**config.mk**
```make
export PLATFORM = sky130hd
export DESIGN_NAME = uart_tx_config_flat
export DESIGN_NICKNAME = d
export VERILOG_FILES = /design/src/rtl/uart_tx_config_if.sv /design/src/rtl/uart_tx_config.sv /design/src/flat_wrapper.sv
export SDC_FILE = /design/constraint.sdc
export NUM_CORES = 1
export LEC_CHECK = 0
export ABC_AREA = 1
export CORE_MARGIN = 4
export CORE_UTILIZATION = 30
export CTS_BUF_LIST = sky130_fd_sc_hd__clkbuf_8
export DETAILED_ROUTE_END_ITERATION = 10
export SLEW_MARGIN = 15
export SYNTH_ARGS = -nofsm -noshare
export SYNTH_HDL_FRONTEND = slang
export SYNTH_SLANG_ARGS = --single-unit
```
**constraint.sdc**
```tcl
create_clock -name clock -period 1.7 [get_ports clock]
set_clock_uncertainty 0.1 [all_clocks]
set_input_delay 0.425 -clock clock [delete_from_list [all_inputs] [get_ports clock]]
set_output_delay 0.425 -clock clock [all_outputs]
set_load 0.05 [all_outputs]
```
**src/rtl/uart_tx_config_if.sv**
```systemverilog
// Handshake and line bundle between the response formatter (master) and the
// configurable UART transmitter (slave).
interface uart_tx_config_if #(
  parameter int DATA_BITS = 8
);
  logic                 has_data;
  logic [DATA_BITS-1:0] data_to_send;
  logic                 ready;
  logic                 sending_bit;
  logic                 is_transmitting;
  logic                 transmission_done;

  modport master (
    output has_data,
    output data_to_send,
    input  ready,
    input  sending_bit,
    input  is_transmitting,
    input  transmission_done
  );

  modport slave (
    input  has_data,
    input  data_to_send,
    output ready,
    output sending_bit,
    output is_transmitting,
    output transmission_done
  );
endinterface

```
**src/rtl/uart_tx_config.sv**
```systemverilog
// Configurable UART transmitter: 5..9 data bits (LSB first), none/odd/even
// parity, 1 or 2 stop bits. Frame is latched on the accept edge, every bit is
// held CLOCKS_PER_BIT cycles, and completion raises a one-cycle done pulse.
module uart_tx_config #(
  parameter int CLOCKS_PER_BIT = 87,
  parameter int DATA_BITS      = 8,
  parameter int PARITY_MODE    = 0,
  parameter int STOP_BITS      = 1
) (
  input  logic            clock,
  input  logic            reset,
  uart_tx_config_if.slave bus
);

  localparam int BAUD_W = (CLOCKS_PER_BIT > 1) ? $clog2(CLOCKS_PER_BIT) : 1;
  localparam logic [BAUD_W-1:0] BAUD_LAST = BAUD_W'(CLOCKS_PER_BIT - 1);
  localparam logic [3:0]        DATA_LAST = 4'(DATA_BITS - 1);
  localparam logic [3:0]        STOP_LAST = 4'(STOP_BITS - 1);

  localparam logic [2:0] S_IDLE   = 3'd0;
  localparam logic [2:0] S_START  = 3'd1;
  localparam logic [2:0] S_DATA   = 3'd2;
  localparam logic [2:0] S_PARITY = 3'd3;
  localparam logic [2:0] S_STOP   = 3'd4;

  // Reject illegal frame formats at elaboration instead of truncating them.
  generate
    if (CLOCKS_PER_BIT < 2 || CLOCKS_PER_BIT > 65535) begin : g_bad_cpb
      $error("uart_tx_config: CLOCKS_PER_BIT must be 2..65535");
    end
    if (DATA_BITS < 5 || DATA_BITS > 9) begin : g_bad_data_bits
      $error("uart_tx_config: DATA_BITS must be 5..9");
    end
    if (PARITY_MODE < 0 || PARITY_MODE > 2) begin : g_bad_parity
      $error("uart_tx_config: PARITY_MODE must be 0, 1 or 2");
    end
    if (STOP_BITS < 1 || STOP_BITS > 2) begin : g_bad_stop_bits
      $error("uart_tx_config: STOP_BITS must be 1 or 2");
    end
  endgenerate

  logic [2:0]           r_state;
  logic [BAUD_W-1:0]    r_baud;
  logic [3:0]           r_bit_cnt;
  logic [DATA_BITS-1:0] r_shift;
  logic                 r_parity;
  logic                 r_line;
  logic                 r_ready;
  logic                 r_busy;
  logic                 r_done;

  logic w_bit_end;
  logic w_parity_calc;

  // A bit period ends on the last baud count of any non-idle state.
  assign w_bit_end = (r_state != S_IDLE) && (r_baud == BAUD_LAST);

  // Even parity is the XOR of the payload; odd parity is its inverse.
  assign w_parity_calc = (PARITY_MODE == 1) ? ~(^bus.data_to_send) : (^bus.data_to_send);

  assign bus.ready             = r_ready;
  assign bus.sending_bit       = r_line;
  assign bus.is_transmitting   = r_busy;
  assign bus.transmission_done = r_done;

  // Baud counter: idles at zero, counts through each bit and wraps at its end.
  always_ff @(posedge clock or posedge reset) begin
    if (reset) begin
      r_baud <= '0;
    end else if (r_state == S_IDLE || w_bit_end) begin
      r_baud <= '0;
    end else begin
      r_baud <= r_baud + 1'b1;
    end
  end

  // Frame sequencer: accept, then start/data/parity/stop with registered outputs.
  always_ff @(posedge clock or posedge reset) begin
    if (reset) begin
      r_state   <= S_IDLE;
      r_bit_cnt <= '0;
      r_shift   <= '0;
      r_parity  <= 1'b0;
      r_line    <= 1'b1;
      r_ready   <= 1'b1;
      r_busy    <= 1'b0;
      r_done    <= 1'b0;
    end else begin
      r_done <= 1'b0;
      case (r_state)
        S_IDLE: begin
          if (bus.has_data) begin
            r_shift   <= bus.data_to_send;
            r_parity  <= w_parity_calc;
            r_bit_cnt <= '0;
            r_state   <= S_START;
            r_line    <= 1'b0;
            r_ready   <= 1'b0;
            r_busy    <= 1'b1;
          end
        end
        S_START: begin
          if (w_bit_end) begin
            r_state   <= S_DATA;
            r_line    <= r_shift[0];
            r_bit_cnt <= '0;
          end
        end
        S_DATA: begin
          if (w_bit_end) begin
            if (r_bit_cnt == DATA_LAST) begin
              r_bit_cnt <= '0;
              if (PARITY_MODE != 0) begin
                r_state <= S_PARITY;
                r_line  <= r_parity;
              end else begin
                r_state <= S_STOP;
                r_line  <= 1'b1;
              end
            end else begin
              // Shift the next payload bit into position 0 and put it on the line.
              r_bit_cnt <= r_bit_cnt + 1'b1;
              r_shift   <= r_shift >> 1;
              r_line    <= r_shift[1];
            end
          end
        end
        S_PARITY: begin
          if (w_bit_end) begin
            r_state   <= S_STOP;
            r_line    <= 1'b1;
            r_bit_cnt <= '0;
          end
        end
        S_STOP: begin
          if (w_bit_end) begin
            if (r_bit_cnt == STOP_LAST) begin
              r_state   <= S_IDLE;
              r_bit_cnt <= '0;
              r_ready   <= 1'b1;
              r_busy    <= 1'b0;
              r_done    <= 1'b1;
            end else begin
              r_bit_cnt <= r_bit_cnt + 1'b1;
            end
          end
        end
        default: begin
          r_state   <= S_IDLE;
          r_bit_cnt <= '0;
          r_line    <= 1'b1;
          r_ready   <= 1'b1;
          r_busy    <= 1'b0;
        end
      endcase
    end
  end

endmodule

```
**src/flat_wrapper.sv**
```systemverilog
// flat-port wrapper written by rule: the top's interface ports become plain ports
module uart_tx_config_flat 
#(
  parameter int CLOCKS_PER_BIT = 87,
  parameter int DATA_BITS      = 8,
  parameter int PARITY_MODE    = 0,
  parameter int STOP_BITS      = 1
)
  (clock, reset, bus_has_data, bus_data_to_send, bus_ready, bus_sending_bit, bus_is_transmitting, bus_transmission_done);
  uart_tx_config_if #(.DATA_BITS(DATA_BITS)) bus_i ();
  input  logic clock;
  input  logic reset;
  input wire logic [$bits(bus_i.has_data)-1:0] bus_has_data;
  input wire logic [$bits(bus_i.data_to_send)-1:0] bus_data_to_send;
  output wire logic [$bits(bus_i.ready)-1:0] bus_ready;
  output wire logic [$bits(bus_i.sending_bit)-1:0] bus_sending_bit;
  output wire logic [$bits(bus_i.is_transmitting)-1:0] bus_is_transmitting;
  output wire logic [$bits(bus_i.transmission_done)-1:0] bus_transmission_done;
  assign bus_i.has_data = bus_has_data;
  assign bus_i.data_to_send = bus_data_to_send;
  assign bus_ready = bus_i.ready;
  assign bus_sending_bit = bus_i.sending_bit;
  assign bus_is_transmitting = bus_i.is_transmitting;
  assign bus_transmission_done = bus_i.transmission_done;
  uart_tx_config #(.CLOCKS_PER_BIT(CLOCKS_PER_BIT), .DATA_BITS(DATA_BITS), .PARITY_MODE(PARITY_MODE), .STOP_BITS(STOP_BITS)) u_core (.clock(clock), .reset(reset), .bus(bus_i));
endmodule
```
==> impl_metrics.env <==
export IMPL_status="finished, final reports clean"
export IMPL_cp_required_ps=1770
export IMPL_comb_power_share=0.511
export IMPL_timing_rr_start="u_core.r_state[0]$_DFFE_PP0P_"
export IMPL_drtAntennaViolNets=0
export IMPL_power_internal_mw=1.71
export IMPL_rows=25
export IMPL_antenna_found_initial=0
export IMPL_clock_sinks=26
export IMPL_hold_viol_final=0
export IMPL_wl_per_cell_um=10.6
export IMPL_dr_pass1_iters=4
export IMPL_rsz0062_at_grt="false"
export IMPL_p_total_mw=3.02
export IMPL_crit_arrival_ps=1650
export IMPL_cap_violations=0
export IMPL_drv_slew=0
export IMPL_fp_dieH_um=78.0
export IMPL_ctsHoldBuffers=0
export IMPL_cts_tree="yes"
export IMPL_vias=1250
export IMPL_hp_class="in -> async"
export IMPL_critPathKind="reg -> reg"
export IMPL_ys_types=27
export IMPL_ios=15
export IMPL_core_area_mm2=0.00472
export IMPL_hpwlAfterDp_um=2150
export IMPL_start_util=0.312
export IMPL_relSlewSlack=0.815
export IMPL_syn2layout_area_growth_pct=27.5
export IMPL_yosysTopAreaCell="dfrtp_1"
export IMPL_grt_max_degree=27
export IMPL_grt_total_usage=0.0980
export IMPL_clk_pin_slew_ps=90
export IMPL_postSynthCellCount=185
export IMPL_avgSynthCellArea_um2=7.95
export IMPL_drive_gt1_frac=0.227
export IMPL_critPathLaunchType="flip-flop"
export IMPL_end_kind="flip-flop"
export IMPL_synth_seq_area_share=0.444
export IMPL_drt_iter0_markers=53
export IMPL_cts_buffers=3
export IMPL_sequentialPowerShare=0.355
export IMPL_power_share_clock=0.134
export IMPL_yosysWarnings=0
export IMPL_yosys_register_bits=26
export IMPL_htree_levels=1
export IMPL_worst_r2r_endpoint="u_core.r_bit_cnt[2]$_DFFE_PP0P_"
export IMPL_cts_root_buffer_cell="clkbuf_8"
export IMPL_setup_viol=0
export IMPL_grt_pass1_vias=1165
export IMPL_place_congestion=0.836
export IMPL_ir_worst_vdd_mv=0.958
export IMPL_port_buffers=14
export IMPL_clockBufferDepth=2
export IMPL_route_detailed_drc=0
export IMPL_grt_pass1_wl_um=4940
export IMPL_min_period_over_period=0.926
export IMPL_routed_via_density=4.50
export IMPL_finalWirelength_um=2940
export IMPL_reg2reg_depth=7
export IMPL_die_area_mm2=0.00609
export IMPL_worst_slack_ps=125
export IMPL_fmax_mhz=635
export IMPL_grt_overflow=0
export IMPL_switching_share=0.434
export IMPL_power_density_cell_area_mw_per_mm2=1610
export IMPL_synthTopCellsByArea="dfrtp_1 (41%), nand2_1 (13%), nor2_1 (5.4%)"
export IMPL_ff2ff_setup_slack_ps=130
export IMPL_die_x_um=78.0
export IMPL_period_minus_slack_ps=1570
export IMPL_nNetsFinal=227
export IMPL_netlist_area_leader_share=0.408
export IMPL_p_leak_nw=0.873
export IMPL_syn_nets=200
export IMPL_place_ws_ps=-177
export IMPL_antenna_diode_count=0
export IMPL_clk_latency_ps=270
export IMPL_syn_area_mm2=0.00147
export IMPL_worst_pin_slew_ps=275
export IMPL_crit_fanout=7
export IMPL_power_switching_mw=1.31
## placed cells by master (no fill, tap or decap), drive strengths merged
cell type / instances
xnor2: 1
inv: 19
nand4: 2
ha: 4
or2: 6
clkdlybuf4s50: 10
buf: 13
o21ai: 21
nand2: 55
nor3: 4
dfstp: 2
nor4: 1
a21oi: 3
nor3b: 1
o211ai: 1
clkbuf: 4
xor2: 1
nand3: 16
nor2: 23
dfrtp: 24
## metal layers
layer  GRT usage  vias to the layer above  part of all wire
met5           0                        -                 0
met4      0.0192                        0            0.0095
met3      0.0275                        4             0.035
met2       0.169                       18              0.47
met1       0.123                      577              0.48
li1            -                      651                 -
## power by group through the flow
| stage | clock network, mW | registers (mW) | logic, mW |
|---|---|---|---|
| floorplan | 0 | 1.17 | 0.993 |
| global placement | 0 | 1.08 | 1.48 |
| detailed placement | 0 | 1.08 | 1.49 |
| CTS | 0.418 | 1.07 | 1.50 |
| global route | 0.439 | 1.11 | 1.74 |
| finish | 0.404 | 1.07 | 1.54 |
## flip-flops by register name, indices dropped and copies added, names as in the netlist
name and cells:
u_core.bus.ready 1, u_core.bus.transmission_done 1, u_core.r_shift 8, u_core.r_bit_cnt 4, u_core.r_state 3, u_core.bus.is_transmitting 1, u_core.bus.sending_bit 1, u_core.r_baud 7
## cell type report
type,instances,area (um^2)
Multi-Input combinational cell,139,752
Sequential cell,26,653
Tap cell,67,83.8
Fill cell,479,2850
Timing Repair Buffer,23,260
Clock buffer,4,55.1
Inverter,19,71.3
## timing repair
item / CTS / global route
setup buffers: 0 / 0
endpoints found under the setup margin: 0 / 12
gates resized for setup: 0 / 6
## logic make-up (layout without fill, tap and decap cells)
kind of cell | Yosys count | after routing | share of synthesized area
AOI/OAI and AO/OA | 25 | 25 | 0.107
DFF | 26 | 26 | 0.444
adders and majority gates | 4 | 4 | 0.0340
xor gates and xnor gates | 2 | 2 | 0.0119
and+or+nand+nor | 107 | 108 | 0.336
buffers and inverters | 21 | 46 | 0.0672
## critical path, stage by stage (launching register included)
cell     delay, ps
dfrtp_1        470
nor2_4         220
nand3_2        170
nand2_1        120
nand2_2        110
buf_4          160
nand3_1         70
nand2_1         50
## worst max path at each step
stage | start | endpoint | slack [ps] | cells past startpoint
after detailed placement | bus_has_data | u_core.r_bit_cnt[0]$_DFFE_PP0P_ | -180 | 8
after floorplan | u_core.r_baud[0]$_DFF_PP0_ | u_core.r_shift[1]$_DFFE_PP0P_ | 210 | 10
final | u_core.r_state[0]$_DFFE_PP0P_ | u_core.r_bit_cnt[2]$_DFFE_PP0P_ | 130 | 7
after global routing | u_core.r_bit_cnt[0]$_DFFE_PP0P_ | u_core.r_state[1]$_DFFE_PP0P_ | 3 | 10
after CTS | u_core.r_bit_cnt[0]$_DFFE_PP0P_ | u_core.r_shift[7]$_DFFE_PP0P_ | 40 | 9
after global placement | bus_has_data | u_core.r_bit_cnt[3]$_DFFE_PP0P_ | -120 | 8
## synthesized netlist by cell type
library cell and n:
inv_2 1, buf_12 1, nand4_1 2, nand3_4 1, or2_2 6, nand2_2 5, inv_1 18, nand2_1 49
nor2_1 21, dfstp_2 2, o21ai_1 1, nor2_4 1, nor2_2 1, o21ai_0 12, nand2_4 1, nor4_1 1
ha_1 4, xnor2_1 1, o211ai_1 1, nor3_1 4, xor2_1 1, o21ai_2 8, dfrtp_1 24, buf_4 1
a21oi_1 3, nor3b_1 1, nand3_1 14
## per-stage QoR
step	hold slack, ps	area (um^2)	util	instances	setup TNS, ps
6_report	379	1880	0.397	278	0
5_1_grt	404	1880	0.397	278	0
4_1_cts	383	1840	0.390	277	0
3_5_place_dp	363	1790	0.379	273	-1310
3_3_place_gp	359	1790	0.379	273	-866
2_1_floorplan	347	1470	-	185	0
No activity file was read; power rests on OpenSTA's default activity.
